===== config.mk =====
export PLATFORM = sky130hd
export DESIGN_NAME = amplitude_ram_arbiter
export DESIGN_NICKNAME = d
export VERILOG_FILES = /design/src/rtl/amplitude_ram_arbiter.sv
export SDC_FILE = /design/constraint.sdc
export NUM_CORES = 1
export LEC_CHECK = 0
export ABC_AREA = 1
export BUFFER_PORTS_ARGS = -buffer_cell sky130_fd_sc_hd__buf_4
export CORE_UTILIZATION = 45
export DETAILED_ROUTE_END_ITERATION = 8
export GPL_TIMING_DRIVEN = 0
export SYNTH_ARGS = -nofsm -noshare
export SYNTH_HDL_FRONTEND = slang
export SYNTH_SLANG_ARGS = --single-unit

===== constraint.sdc =====
create_clock -name clk -period 5.9 [get_ports clk]
set_clock_uncertainty 0.1 [all_clocks]
set_input_delay 0.295 -clock clk [delete_from_list [all_inputs] [get_ports clk]]
set_output_delay 0.295 -clock clk [all_outputs]
set_load 0.01 [all_outputs]

===== src/rtl/amplitude_ram_arbiter.sv =====
// Round-robin arbiter sharing the single-port amplitude RAM between two write
// and two read requesters, each buffered by its own FIFO; read data is routed back by tag.
module amplitude_ram_arbiter #(
    parameter int num_qubit   = 3,
    parameter int complex_bit = 24,
    parameter int FIFO_DEPTH  = 4,
    parameter int RAM_LATENCY = 1
) (
    input  logic                     clk,
    input  logic                     rst,
    input  logic                     flush,
    input  logic                     alpha_wr_en,
    input  logic [num_qubit-1:0]     alpha_wr_addr,
    input  logic [2*complex_bit-1:0] alpha_wr_data,
    input  logic                     beta_wr_en,
    input  logic [num_qubit-1:0]     beta_wr_addr,
    input  logic [2*complex_bit-1:0] beta_wr_data,
    input  logic                     gen_rd_en,
    input  logic [num_qubit-1:0]     gen_rd_addr,
    input  logic                     beta_rd_en,
    input  logic [num_qubit-1:0]     beta_rd_addr,
    output logic                     ram_en,
    output logic                     ram_we,
    output logic [num_qubit-1:0]     ram_addr,
    output logic [2*complex_bit-1:0] ram_wdata,
    input  logic [2*complex_bit-1:0] ram_rdata,
    output logic                     gen_rd_valid,
    output logic [2*complex_bit-1:0] gen_rd_data,
    output logic                     beta_rd_valid,
    output logic [2*complex_bit-1:0] beta_rd_data,
    output logic [3:0]               overflow,
    output logic                     busy
);
    localparam int AW = num_qubit;
    localparam int DW = 2 * complex_bit;
    localparam int PW = $clog2(FIFO_DEPTH);
    localparam int CW = PW + 1;
    localparam logic [CW-1:0] FULL_CNT = CW'(FIFO_DEPTH);

    typedef enum logic [1:0] {
        IDLE  = 2'd0,
        SERVE = 2'd1,
        FLUSH = 2'd2
    } state_t;

    state_t state_reg, state_next;
    logic [1:0]    ptr_reg;
    logic [3:0]    push_req;
    logic [3:0]    nonempty;
    logic [AW-1:0] push_addr [4];
    logic [DW-1:0] push_data [4];
    logic [AW-1:0] head_addr [4];
    logic [DW-1:0] head_data [4];
    logic          grant_vld;
    logic [1:0]    grant_idx;
    logic          rd_issue;
    logic [RAM_LATENCY-1:0] tag_vld_reg;
    logic [RAM_LATENCY-1:0] tag_beta_reg;
    logic          tag_busy;

    // Queue order: 0 alpha write, 1 beta write, 2 generator read, 3 beta read.
    assign push_req     = {beta_rd_en, gen_rd_en, beta_wr_en, alpha_wr_en};
    assign push_addr[0] = alpha_wr_addr;
    assign push_addr[1] = beta_wr_addr;
    assign push_addr[2] = gen_rd_addr;
    assign push_addr[3] = beta_rd_addr;
    assign push_data[0] = alpha_wr_data;
    assign push_data[1] = beta_wr_data;
    assign push_data[2] = '0;
    assign push_data[3] = '0;

    genvar gi;
    generate
        for (gi = 0; gi < 4; gi++) begin : g_fifo
            logic [AW-1:0] addr_mem [FIFO_DEPTH];
            logic [DW-1:0] data_mem [FIFO_DEPTH];
            logic [PW-1:0] rd_ptr_reg, wr_ptr_reg;
            logic [CW-1:0] count_reg;
            logic          ovf_reg;
            logic          pop;
            logic          push_ok;

            assign pop = grant_vld && (grant_idx == 2'(gi));
            // A full queue still accepts a push when its head leaves in the same cycle.
            assign push_ok = push_req[gi] && !flush && ((count_reg != FULL_CNT) || pop);

            always_ff @(posedge clk) begin
                if (push_ok) begin
                    addr_mem[wr_ptr_reg] <= push_addr[gi];
                    data_mem[wr_ptr_reg] <= push_data[gi];
                end
            end

            always_ff @(posedge clk or posedge rst) begin
                if (rst) begin
                    rd_ptr_reg <= '0;
                    wr_ptr_reg <= '0;
                    count_reg  <= '0;
                    ovf_reg    <= 1'b0;
                end else if (flush) begin
                    rd_ptr_reg <= '0;
                    wr_ptr_reg <= '0;
                    count_reg  <= '0;
                    ovf_reg    <= 1'b0;
                end else begin
                    if (push_ok) wr_ptr_reg <= wr_ptr_reg + PW'(1);
                    if (pop)     rd_ptr_reg <= rd_ptr_reg + PW'(1);
                    count_reg <= count_reg + CW'(push_ok) - CW'(pop);
                    if (push_req[gi] && !push_ok) ovf_reg <= 1'b1;
                end
            end

            assign nonempty[gi]  = (count_reg != '0);
            assign head_addr[gi] = addr_mem[rd_ptr_reg];
            assign head_data[gi] = data_mem[rd_ptr_reg];
            assign overflow[gi]  = ovf_reg;
        end
    endgenerate

    // First non-empty queue after the pointer wins; nothing is granted around a flush.
    always_comb begin
        grant_vld = 1'b0;
        grant_idx = ptr_reg;
        if (state_reg != FLUSH && !flush) begin
            for (int k = 1; k <= 4; k++) begin
                if (!grant_vld && nonempty[2'(ptr_reg + 2'(k))]) begin
                    grant_vld = 1'b1;
                    grant_idx = 2'(ptr_reg + 2'(k));
                end
            end
        end
    end

    assign ram_en    = grant_vld;
    assign ram_we    = grant_vld && !grant_idx[1];
    assign ram_addr  = grant_vld ? head_addr[grant_idx] : '0;
    assign ram_wdata = ram_we ? head_data[grant_idx] : '0;
    assign rd_issue  = grant_vld && grant_idx[1];

    always_ff @(posedge clk or posedge rst) begin
        if (rst)            ptr_reg <= 2'd3;
        else if (grant_vld) ptr_reg <= grant_idx;
    end

    generate
        for (gi = 0; gi < RAM_LATENCY; gi++) begin : g_tag
            if (gi == 0) begin : g_head
                always_ff @(posedge clk or posedge rst) begin
                    if (rst) begin
                        tag_vld_reg[gi]  <= 1'b0;
                        tag_beta_reg[gi] <= 1'b0;
                    end else begin
                        tag_vld_reg[gi]  <= rd_issue;
                        tag_beta_reg[gi] <= grant_idx[0];
                    end
                end
            end else begin : g_shift
                always_ff @(posedge clk or posedge rst) begin
                    if (rst) begin
                        tag_vld_reg[gi]  <= 1'b0;
                        tag_beta_reg[gi] <= 1'b0;
                    end else begin
                        tag_vld_reg[gi]  <= tag_vld_reg[gi-1];
                        tag_beta_reg[gi] <= tag_beta_reg[gi-1];
                    end
                end
            end
        end
    endgenerate

    always_ff @(posedge clk or posedge rst) begin
        if (rst) begin
            gen_rd_valid  <= 1'b0;
            gen_rd_data   <= '0;
            beta_rd_valid <= 1'b0;
            beta_rd_data  <= '0;
        end else begin
            gen_rd_valid  <= tag_vld_reg[RAM_LATENCY-1] && !tag_beta_reg[RAM_LATENCY-1];
            beta_rd_valid <= tag_vld_reg[RAM_LATENCY-1] &&  tag_beta_reg[RAM_LATENCY-1];
            if (tag_vld_reg[RAM_LATENCY-1] && !tag_beta_reg[RAM_LATENCY-1]) gen_rd_data  <= ram_rdata;
            if (tag_vld_reg[RAM_LATENCY-1] &&  tag_beta_reg[RAM_LATENCY-1]) beta_rd_data <= ram_rdata;
        end
    end

    // The return register is the last stage of the tag pipe: a read is in flight until it is delivered.
    assign tag_busy = (|tag_vld_reg) || gen_rd_valid || beta_rd_valid;

    always_ff @(posedge clk or posedge rst) begin
        if (rst) state_reg <= IDLE;
        else     state_reg <= state_next;
    end

    always_comb begin
        state_next = state_reg;
        if (flush) begin
            state_next = FLUSH;
        end else begin
            case (state_reg)
                IDLE:    if (|nonempty) state_next = SERVE;
                SERVE:   if (!(|nonempty) && !grant_vld) state_next = IDLE;
                FLUSH:   if (!tag_busy) state_next = IDLE;
                default: state_next = IDLE;
            endcase
        end
    end

    assign busy = (state_reg != IDLE) || (|nonempty) || tag_busy;

endmodule

======== Word-level counts from Yosys, hierarchy flattened ========
Memory sizes are Yosys's and may differ from the RTL's.
Cells that the tools add are included.
storage, ports and cells
  flip-flop bits (word level) ............. 136
  memory bits (writable) .................. 432
  input bits .............................. 163
  output and inout bits ................... 156
  word-level logic and storage cells ...... 204
  memories kept ........................... 6
cells by class
  $add $sub $neg .......................... 19
  $lt $le $gt $ge ......................... 5
  equality and inequality tests ........... 13
  mux-type cells .......................... 70
  bitwise gates (word level) .............. 1
  reductions and logical operators ........ 66
memories
  memory              words  bits a word  rd ports  clocked after Yosys merged registers in  wr ports  line  RTL
  g_fifo[0].data_mem  4      48           1         0                                        1         76    logic [DW-1:0] data_mem [FIFO_DEPTH];
  g_fifo[1].data_mem  4      48           1         0                                        1         76
  g_fifo[0].addr_mem  4      3            1         0                                        1         75    logic [AW-1:0] addr_mem [FIFO_DEPTH];
  g_fifo[1].addr_mem  4      3            1         0                                        1         75
  g_fifo[2].addr_mem  4      3            1         0                                        1         75
  g_fifo[3].addr_mem  4      3            1         0                                        1         75
operators with widths
  kind                   number
  $mux W48               3
  $bmux W48 S2           1
  $mux W2                25
  $mux W1                28
  $reduce_bool A2 Y1     13
  $logic_and A1 B1 Y1    25
  $mux W3                7
  $ne A3 B3 Y1 const B   7
  $add A2 B1 Y2 const B  9
  $add A3 B1 Y3          4
  $logic_not A1 Y1       12
  $lt A2 B3 Y1 const B   4
  $reduce_bool A3 Y1     4
  $sub A3 B1 Y3          4
  $bmux W1 S2            4
  $logic_or A1 B1 Y1     8
  $bmux W3 S2            1
  $eq A2 B2 Y1 const B   3
  $pmux W2 S3            1
  $add A2 B2 Y2 const B  2
  $eq A2 B1 Y1 const B   2
  $logic_not A2 Y1       2
  $reduce_or A4 Y1       1
  $ge A3 B3 Y1 const B   1
  3 further kinds        3

======== Longest topological paths before layout ========
Gate-level depths: netlist (run 1).
  depth after elaboration ................. 25
  gate-level depth with buffers ........... 21
  depth with buffers taken out ............ 21

======== Worst setup path after synthesis (run 1) ========
OpenSTA, ideal clock, no wires.
  path type ............................... register -> register
  start ................................... reg ptr_reg[0]
  end ..................................... mem g_fifo[1].addr_mem[0][0] (netlist name) (enable)
  library setup time ...................... 460 ps
  data arrival time ....................... 3,869 ps
  path slack .............................. 1,471 ps
  stages on the path, launching flop included .. 15
  clock period less this slack ............ 4,429 ps
  cell sequence ........................... dfstp_2 buf_6 nand2_1 nand2_2 nand3_1 nand2_2 nand3_2 nand3_1 nand3_2 nand2_4 buf_6 nand3_4 nand2_4 nand2_4 nor2_1
between the ends
  cells in the longest elaborated chain, start to end .. 23
  elaborated cells between the ends (all ways) .. 36
  classes of those cells .................. add/sub (3); eq/ne (1); mux (23); reduce/logical (9)
RTL lines
  what                             line      RTL
  start: declaration               47        logic [1:0] ptr_reg;
  start signal: assignment         142       else if (grant_vld) ptr_reg <= grant_idx;
  $add A2 B1 Y2                    126, 128
  $bmux W1 S2                      126       if (!grant_vld && nonempty[2'(ptr_reg + 2'(k))]) begin
  $mux W1 (implied by the code)    126
  $mux W1                          126
  $mux W1                          124       if (state_reg != FLUSH && !flush) begin
  $logic_not A1 Y1                 126
  $logic_and A1 B1 Y1              126
  $mux W1                          126
  [7 not listed]                   n/a
  $mux W2                          126
  $mux W2                          124
  $eq A2 B1 Y1                     83        assign pop = grant_vld && (grant_idx == 2'(gi));
  $logic_and A1 B1 Y1 *            83
  $logic_or A1 B1 Y1 *             85        assign push_ok = push_req[gi] && !flush && ((count_reg != FULL_CNT) || pop);
  $logic_and A1 B1 Y1 *            85
  $mux W1 *                        88        if (push_ok) begin
  $mux W1 (implied by the code) *  89        addr_mem[wr_ptr_reg] <= push_addr[gi];
  end: declaration                 75
Mark *: on every way between the ends. The rest lies on a longest branch, timed or not. The select of a mux whose other input is x is not followed.

======== Worst setup path after layout (run 1) ========
  start ................................... reg g_fifo[1].rd_ptr_reg[0]
  end ..................................... out ram_wdata[26]
between the ends
  cells in the longest elaborated chain, start to end .. 5
RTL lines
  what                                         line  RTL
  start: declaration                           77    logic [PW-1:0] rd_ptr_reg, wr_ptr_reg;
  start signal: assignment                     107   if (pop) rd_ptr_reg <= rd_ptr_reg + PW'(1);
  $mem_v2 Z4 W48                               n/a
  $bmux W48 S2                                 137   assign ram_wdata = ram_we ? head_data[grant_idx] : '0;
  $mux W48 (implied by the code) (2 in a row)  137
  $mux W48                                     137
  end: declaration                             25    output logic [2*complex_bit-1:0] ram_wdata,
Every way passes these cells. The select of a mux whose other input is x is not followed.

==> metrics.md, run 1 <==
| Metric | Value |
|---|---|
| Worst Path Required | 5.51 ns |
| Clock buffer count from CTS | 58 |
| Routability cong. | 0.831 |
| Fmax | 0.234 GHz |
| H-tree levels | 2 |
| Startpoint Class | flop |
| Crit end category | primary output |
| RR Endpoint | g_fifo[0].count_reg[2] |
| Die height | 228 um |
| Effective utilization at floorplan | 0.457 |
| Max-cap violations | 0 |
| Die Width | 228 um |
| Ys async rst share | 0.239 |
| Distinct cell type count of the synthesized netlist | 37 |
| Worst-Margin Slew | 0.856 ns |
| Internal reg-to-reg setup slack | 2.38 ns |
| Slew headroom | 0.429 |
| Crit Path Class | flop to primary output |
| Detailed-route wire length per cell | 21.0 um |
| DR vias | 16800 |
| IO Pins | 319 |
| Final wirelength | 66.4 mm |
| Worst Hold Margin | 0.218 ns |
| Placed inst area | 0.0267 mm^2 |
| Buffers on Ports | 318 |
| Synth Warn # | 0 |
| Clock-pin transition on the worst setup and hold timing paths | 0.06 ns |
| Status | finished, final reports clean |
| Setup ws final | 1.63 ns |
| Tmin final | 4.27 ns |
| Pre-CTS WS | 2.27 ns |
| Power per Cell Area | 430 mW/mm^2 |
| Layout cell share with drive strength beyond 1 | 0.209 |
| Vias/cell | 5.34 |
| Tcrit/Tclk final | 0.723 |
| Final nets | 2623 |
| Final setup vio count | 0 |
| Drt drc | 0 |
| Clock buffer depth | 3 |
| Iter 0 DRT Violations | 1260 |
| Clk root buf | clkbuf_16 |
| Setup crit start | g_fifo[1].rd_ptr_reg[0] |
| Setup_tns | 0 ns |
| First-pass GRT wire length | 101 mm |
| Hold Path Class | primary input to asynchronous set/reset pin |
| Row cnt | 82 |
| Post-Syn Nets | 2066 |
| Area growth from synthesis to layout | 31.4% |
| Final hold violation count | 0 |
| Syn_area_per_cell | 12.3 um^2 |
| Pleak | 12.0 nW |
| Initial antenna violation count | 5 |
| Largest net degree at the start of global routing | 76 |
| RR Startpoint | ptr_reg[0] |
| Critical path data arrival time | 3.87 ns |
| Setup crit end | ram_wdata[26] |
| GRT Overall Usage | 0.253 |
| Vias in the first global route | 16800 |
| Post-route ant nets | 0 |
| Clock Latency Late Sink | 0.62 ns |
| Slew Viols, Final | 0 |
| Post-synth top flop | edfxtp_1 |
| Die area | 0.0521 mm^2 |
| Max reg flops | 384 |
| Peak supply drop | 0.338 mV |
| DP Wirelength | 44.9 mm |
| Clock sinks | 568 |
| Final Cell Area | 0.0303 mm^2 |
| CTS tree | yes |
| Post-Syn Area | 0.0230 mm^2 |
| TritonRoute pass-1 iters | 5 |
| Seq/Total Area, Yosys | 0.711 |
| Crit Path Max Fanout | 10 |
| Synth Register Bits | 568 |
| R2r worst-path depth | 21 |
| RSZ-0062 raised after global routing | false |
| Number of synthesized flops with an enable pin | 432 |
| Top reg by flops | g_fifo.data_mem |
| GR Overflow Total | 0 |
| Synth Instances | 1875 |
| Area of the core | 0.0504 mm^2 |
## cells in the mapped netlist, drive strengths merged (6+ instances only)
cell type / number / area share
edfxtp: 432 / 0.56
o21ai: 327 / 0.071
nor2: 310 / 0.051
nand2: 210 / 0.037
dfrtp: 134 / 0.15
inv: 123 / 0.020
o221ai: 96 / 0.044
clkbuf: 84 / 0.014
nand3: 50 / 0.013
buf: 25 / 0.0080
ha: 24 / 0.013
nor3: 12 / 0.0026
o22ai: 12 / 0.0033
a21oi: 11 / 0.0026
nand4: 6 / 0.0016
## stage by stage
stage                      util  total power, mW  cells
after floorplan               -             7.41   1875
after global placement    0.521             9.14   2865
after detailed placement  0.530             9.25   2882
after CTS                 0.601             13.1   3151
after global routing      0.601             13.7   3153
final                     0.601             13.0   3154
## where the power goes
part	total (mW)	switching (mW)	internal, mW
Clock	3.74	1.51	2.23
Sequential	5.26	0.322	4.93
Combinational	4.01	2.47	1.54
## how the worst min path moves through the flow
stage	to	slack, ns
final	state_reg[1]	0.22
after global routing	state_reg[1]	0.26
after CTS	state_reg[1]	0.21
after detailed placement	g_fifo[0].ovf_reg	0.32
after global placement	beta_rd_data[23]	0.37
after floorplan	g_fifo[0].addr_mem[0][0]	0.29
## worst max-delay path: stages, from the launching register on
cell and delay [ns]:
dfrtp_1 0.46, clkbuf_1 0.41, inv_2 0.34, clkbuf_1 0.62
clkbuf_1 0.50, nor2_1 0.11, o221ai_2 0.24, nand2_1 0.10
nor2_1 0.27, buf_4 0.19
## metal layers
metal / global-route usage / part of all wire / up-vias
met5: 0 / 0.00062 / -
met4: 0.0822 / 0.027 / 6
met3: 0.0440 / 0.062 / 114
met2: 0.407 / 0.47 / 569
met1: 0.351 / 0.44 / 8359
li1: - / - / 7784
## kinds of logic after synthesis
logic type | share of synthesized area
DFF | 0.711
AOI/OAI and AO/OA | 0.122
buffers and inverters | 0.0419
adders and majority gates | 0.0165
xor gates and xnor gates | 0.00114
and+or+nand+nor | 0.108
## layout by cell type, fill, tap and decap left out, types with 4 or more instances in the layout
cell type,n
inv_2,5
o221ai_2,29
buf_12,12
clkinv_1,10
nand2_1,195
o21ai_1,5
edfxtp_1,432
nor2_4,9
a21oi_1,10
nand4_1,6
nor3_1,12
dfrtp_1,134
o21ai_0,320
nand2_4,5
o221ai_1,67
buf_6,9
buf_1,5
inv_1,117
nor2_1,298
clkbuf_8,4
or2_2,4
buf_4,322
bufinv_16,7
buf_2,7
nand3_2,5
fa_1,4
ha_1,24
clkinv_2,13
dlygate4sd3_1,162
nand3_1,43
clkbuf_16,61
buf_16,5
o22ai_1,12
nand2_2,10
clkbuf_1,96
## timing repair
action | 4_1_cts | 5_1_grt
hold buffers | 162 | 0
resized for setup | 0 | 0
buffers inserted | 0 | 0
endpoints found under the hold margin | 600 | 0
## cell type report
cell class | count | area (um^2)
clock inverter | 30 | 318
antenna | 3 | 7.51
tap | 672 | 841
sequential | 568 | 16400
fill | 4066 | 20100
multi-input combinational | 1074 | 5750
inverter | 124 | 470
clock buffer | 77 | 1630
buffer | 109 | 500
timing repair buffer | 497 | 4390
(Power assumes the default switching activity.)
==> run 2: changes to the inputs <==
--- a/config.mk
+++ b/config.mk
@@ -10,6 +10,7 @@
 export CORE_UTILIZATION = 45
 export DETAILED_ROUTE_END_ITERATION = 8
 export GPL_TIMING_DRIVEN = 0
+export PLACE_DENSITY = 0.67
 export SYNTH_ARGS = -nofsm -noshare
 export SYNTH_HDL_FRONTEND = slang
 export SYNTH_SLANG_ARGS = --single-unit
==> constraint.sdc (replaced) <==
create_clock -name clk -period 3.7 [get_ports clk]
set_clock_uncertainty 0.1 [all_clocks]
set_input_delay 0.185 -clock clk [delete_from_list [all_inputs] [get_ports clk]]
set_output_delay 0.185 -clock clk [all_outputs]
set_load 0.01 [all_outputs]
==> metrics.md, run 2 (synthesis gave the netlist of run 1 again) <==
| Metric | Value |
|---|---|
| Worst Path Required | 3.41 ns |
| Status | finished, final reports clean |
| First-pass GRT wire length | 100 mm |
| Crit Path Max Fanout | 10 |
| Clock Latency Late Sink | 0.61 ns |
| Final nets | 2624 |
| Area of the core | 0.0504 mm^2 |
| Die height | 228 um |
| Tcrit/Tclk final | 0.954 |
| Row cnt | 82 |
| GR Overflow Total | 0 |
| Most common cell after layout, fill and taps aside | edfxtp_1 |
| Vias/cell | 5.41 |
| Crit-path cells | clkbuf_1 -> inv_2 -> clkbuf_2 -> clkbuf_1 -> nor2_1 -> o221ai_1 -> nand2_1 -> nor2_1 -> buf_4 |
| Peak supply drop | 0.435 mV |
| Clock sinks | 568 |
| Layout Cells excl Fill | 3158 |
| CTS tree | yes |
| Slew headroom | 0.369 |
| Critical path data arrival time | 3.25 ns |
| Placed cells | 2881 |
| Area growth from synthesis to layout | 31.1% |
| Initial antenna violation count | 10 |
| Die Width | 228 um |
| TritonRoute pass-1 iters | 5 |
| Post-route ant nets | 0 |
| Drt drc | 0 |
| RR Startpoint | ptr_reg[0] |
| Setup crit start | g_fifo[1].rd_ptr_reg[0] |
| Fill count | 3964 |
| Worst path max stage delay | 0.52 ns |
| Largest delay share family, worst path | buffers and inverters |
| CP max stage cell | clkbuf_1 |
| Layout cell share with drive strength beyond 1 | 0.213 |
| Internal reg-to-reg setup slack | 0.27 ns |
| Pleak | 11.9 nW |
| RR Endpoint | g_fifo[1].count_reg[2] |
| Power per Cell Area | 679 mW/mm^2 |
| Max-cap violations | 0 |
| Crit Path Class | flop to primary output |
| Effective utilization at floorplan | 0.457 |
| H-tree levels | 2 |
| GRT Overall Usage | 0.250 |
| IO Pins | 319 |
| Fmax | 0.283 GHz |
| Routability cong. | 0.870 |
| Largest net degree at the start of global routing | 41 |
| Final setup vio count | 0 |
| Clock buffer depth | 3 |
| Clock buffer count from CTS | 59 |
| DP Wirelength | 43.7 mm |
| Clk root buf | clkbuf_16 |
| Die area | 0.0521 mm^2 |
| Hold Path Class | primary input to asynchronous set/reset pin |
| Vias in the first global route | 17600 |
| Final wirelength | 65.4 mm |
| Iter 0 DRT Violations | 1535 |
| Final hold violation count | 0 |
| Buffers on Ports | 318 |
| Commonest cells after routing, fill and taps aside | edfxtp_1 (432), buf_4 (324), o21ai_0 (320), nor2_1 (297), nand2_1 (193) |
| Top reg by flops | g_fifo.data_mem |
| Crit end category | primary output |
| Final Cell Area | 0.0302 mm^2 |
| R2r worst-path depth | 20 |
| Clock-pin transition on the worst setup and hold timing paths | 0.06 ns |
| Power, Total | 20.5 mW |
| CP bufs+invs | 5 |
| Startpoint Class | flop |
| Slew Viols, Final | 0 |
| Pre-CTS WS | 0.0136 ns |
| Max reg flops | 384 |
| Setup ws final | 0.168 ns |
| DR vias | 17100 |
| Placed inst area | 0.0266 mm^2 |
| Worst-Margin Slew | 0.945 ns |
| Tmin final | 3.53 ns |
| Detailed-route wire length per cell | 20.7 um |
==> run 2: final cells by class <==
cell class                 instances  area [um^2]  area share
timing repair buffer             498         4340       0.144
inverter                         124          469      0.0155
clock inverter                    25          219     0.00725
clock buffer                      81         1660      0.0550
antenna                            8         20.0    0.000663
buffer                           108          512      0.0169
tap                              672          841      0.0278
multi-input combinational       1074         5770       0.191
sequential                       568        16400       0.542
==> run 2: what timing repair did <==
| item | in CTS | in global routing |
|---|---|---|
| gates resized for setup | 8 | 8 |
| hold buffers | 162 | 0 |
| pin swaps | 0 | 2 |
| endpoints found under the setup margin | 37 | 100 |
| hold endpoints to repair | 603 | 0 |
| buffers inserted | 0 | 2 |
==> run 2: worst max-delay path by stage <==
stage                                           end  slack, ns  cells past startpoint
after floorplan            g_fifo[1].addr_mem[0][0]      -0.73                     14
after global placement     g_fifo[1].data_mem[1][4]      -3.03                     14
after detailed placement   g_fifo[0].data_mem[1][2]       0.01                     16
after CTS                 g_fifo[0].data_mem[1][28]     -0.003                     16
after global routing         g_fifo[1].count_reg[2]     -0.001                     20
final                                  ram_wdata[5]       0.17                      9
==> run 2: worst min-delay path, delay by kind of cell <==
kind / cells / cell delay, ns
buffers and inverters: 3 / 1.11
==> run 2: layer usage <==
layer | wire [um] | track usage
met1 | 26100 | 0.318
met2 | 33000 | 0.428
met3 | 4210 | 0.0413
met4 | 2140 | 0.0988
met5 | 30 | 0
==> run 2: power breakdown <==
part           switching (mW)  leakage (nW)  internal [mW]
clock                    2.44         0.914           3.34
sequential              0.512          5.63           7.87
combinational            3.88          5.39           2.47
==> run 2: through the flow <==
stage | TNS, ns | util | hold slack (ns)
3_3_place_gp | -873.91 | 0.522 | 0.285
2_1_floorplan | -148.71 | - | 0.184
5_1_grt | -0.00100 | 0.599 | 0.158
4_1_cts | -0.00251 | 0.599 | 0.101
6_report | 0 | 0.600 | 0.115
3_5_place_dp | 0 | 0.529 | 0.202
==> run 3: changes to the inputs <==
--- a/config.mk
+++ b/config.mk
@@ -6,11 +6,13 @@
 export NUM_CORES = 1
 export LEC_CHECK = 0
 export ABC_AREA = 1
+export ABC_CLOCK_PERIOD_IN_PS = 3700
 export BUFFER_PORTS_ARGS = -buffer_cell sky130_fd_sc_hd__buf_4
 export CORE_UTILIZATION = 45
 export DETAILED_ROUTE_END_ITERATION = 8
 export GPL_TIMING_DRIVEN = 0
 export PLACE_DENSITY = 0.67
+export RECOVER_POWER = 25
 export SYNTH_ARGS = -nofsm -noshare
 export SYNTH_HDL_FRONTEND = slang
 export SYNTH_SLANG_ARGS = --single-unit
==> metrics.md, run 3 (synthesis gave the netlist of run 1 again) <==
| Metric | Value |
|---|---|
| Vias/cell | 5.42 |
| Final setup vio count | 0 |
| Layout cell share with drive strength beyond 1 | 0.180 |
| Routability cong. | 0.870 |
| GRT Overall Usage | 0.250 |
| Crit end category | primary output |
| CP max stage cell | clkbuf_1 |
| RR Startpoint | ptr_reg[0] |
| DR vias | 17100 |
| Post-route ant nets | 0 |
| Crit Path Max Fanout | 10 |
| Drt drc | 0 |
| Detailed-route wire length per cell | 20.7 um |
| Most common cell after layout, fill and taps aside | edfxtp_1 |
| Psw | 6.82 mW |
| Placed cells | 2881 |
| Crit-path cells | clkbuf_1 -> inv_2 -> clkbuf_2 -> clkbuf_1 -> nor2_1 -> o221ai_1 -> nand2_1 -> nor2_1 -> buf_4 |
| Internal power | 13.6 mW |
| Critical path data arrival time | 3.27 ns |
| Row cnt | 82 |
| Share of total power in the clock network | 0.282 |
| Final hold violation count | 0 |
| Worst Path Required | 3.41 ns |
| Final wirelength | 65.3 mm |
| Clock-pin transition on the worst setup and hold timing paths | 0.06 ns |
| Commonest cells after routing, fill and taps aside | edfxtp_1 (432), o21ai_0 (320), nor2_1 (297), buf_4 (241), nand2_1 (193) |
| Die area | 0.0521 mm^2 |
| Effective utilization at floorplan | 0.457 |
| Final nets | 2624 |
| Buffers on Ports | 318 |
| Area of the core | 0.0504 mm^2 |
| CTS tree | yes |
| Tmin final | 3.55 ns |
| Layout Cells excl Fill | 3155 |
| Clock buffer depth | 3 |
| Clock sinks | 568 |
| GR Overflow Total | 0 |
| Clock buffer count from CTS | 59 |
| Iter 0 DRT Violations | 1623 |
| Largest net degree at the start of global routing | 41 |
| R2r worst-path depth | 20 |
| Clock Latency Late Sink | 0.61 ns |
| Final Cell Area | 0.0299 mm^2 |
| Status | finished, final reports clean |
| Slew headroom | 0.359 |
| IO Pins | 319 |
| Reg power frac | 0.410 |
| Worst-Margin Slew | 0.959 ns |
| Fmax | 0.281 GHz |
| Crit Path Class | flop to primary output |
| Die Width | 228 um |
| Max-cap violations | 0 |
| Startpoint Class | flop |
| Internal reg-to-reg setup slack | 0.27 ns |
| Net Sw Frac | 0.333 |
| Power, Total | 20.5 mW |
| H-tree levels | 2 |
| Setup_tns | 0 ns |
| Comb power frac | 0.308 |
| RR Endpoint | g_fifo[1].count_reg[2] |
| Clk root buf | clkbuf_16 |
| DP Wirelength | 43.7 mm |
| Placed inst area | 0.0266 mm^2 |
| Hold Path Class | primary input to asynchronous set/reset pin |
| Top reg by flops | g_fifo.data_mem |
| Slew Viols, Final | 0 |
| Worst path max stage delay | 0.52 ns |
| Initial antenna violation count | 10 |
| Vias in the first global route | 17600 |
| Power per Cell Area | 685 mW/mm^2 |
| Peak supply drop | 0.431 mV |
| Max reg flops | 384 |
| Area growth from synthesis to layout | 29.8% |
| Pleak | 11.6 nW |
| First-pass GRT wire length | 100 mm |
| Tcrit/Tclk final | 0.960 |
| Fill count | 4064 |
| Die height | 228 um |
| TritonRoute pass-1 iters | 5 |
## run 3: cell count changes in the layout (fill, tap and decap cells not counted)
cell / previous run / this run
diode_2: 8 / 5
buf_4: 324 / 241
clkbuf_1: 88 / 171
## run 3: per-layer routing
metal / vias to the layer above / wire length (um) / track usage
met1: 8462 / 26200 / 0.318
li1: 7802 / - / -
met2: 679 / 32800 / 0.428
met5: - / 50 / 0
met4: 10 / 2170 / 0.0988
met3: 145 / 4040 / 0.0413
## run 3: layout make-up
class | instances | area [um^2] | share of cell area
Timing Repair Buffer | 498 | 4030 | 0.135
Antenna cell | 5 | 12.5 | 0.000419
Tap cell | 672 | 841 | 0.0281
Clock inverter | 25 | 219 | 0.00733
Clock buffer | 81 | 1660 | 0.0556
Buffer | 108 | 512 | 0.0171
Inverter | 124 | 469 | 0.0157
Sequential cell | 568 | 16400 | 0.548
Multi-Input combinational cell | 1074 | 5770 | 0.193
## run 3: timing repair
action                                  4_1_cts  5_1_grt
endpoints found under the setup margin       37      100
buffers inserted                              0        2
gates resized for setup                       8        8
hold buffers                                162        0
hold endpoints to repair                    603        0
pin swaps                                     0        2
## run 3: per-stage QoR
stage | worst slack, ns | utilization | hold slack, ns
after floorplan | -0.729 | - | 0.184
after global placement | -3.03 | 0.522 | 0.285
after detailed placement | 0.0136 | 0.529 | 0.202
after CTS | -0.00251 | 0.599 | 0.101
after global routing | -0.00100 | 0.593 | 0.158
final | 0.147 | 0.593 | 0.115
## run 3: critical path, delay by kind of cell (launching register included)
family | cells | cell delay (ns)
flops | 1 | 0.41
compound gates | 1 | 0.19
buf+inv | 5 | 1.70
simple gates | 3 | 0.34
## run 3: worst max-delay path by stage
| stage | from | end | slack [ns] |
|---|---|---|---|
| final | g_fifo[1].rd_ptr_reg[0] | ram_wdata[5] | 0.15 |
| after floorplan | ptr_reg[0] | g_fifo[1].addr_mem[0][0] | -0.73 |
| after global routing | ptr_reg[0] | g_fifo[1].count_reg[2] | -0.001 |
| after global placement | ptr_reg[0] | g_fifo[1].data_mem[1][4] | -3.03 |
| after CTS | ptr_reg[0] | g_fifo[0].data_mem[1][28] | -0.003 |
| after detailed placement | ptr_reg[0] | g_fifo[0].data_mem[1][2] | 0.01 |
## run 3: power by group through the flow
stage	clock network (mW)	logic [mW]	registers, mW
6_report	5.77	6.31	8.38
5_1_grt	6.10	6.88	8.47
4_1_cts	5.85	6.35	8.36
3_5_place_dp	0	6.17	8.48
3_3_place_gp	0	5.98	8.48
2_1_floorplan	0	3.17	8.65
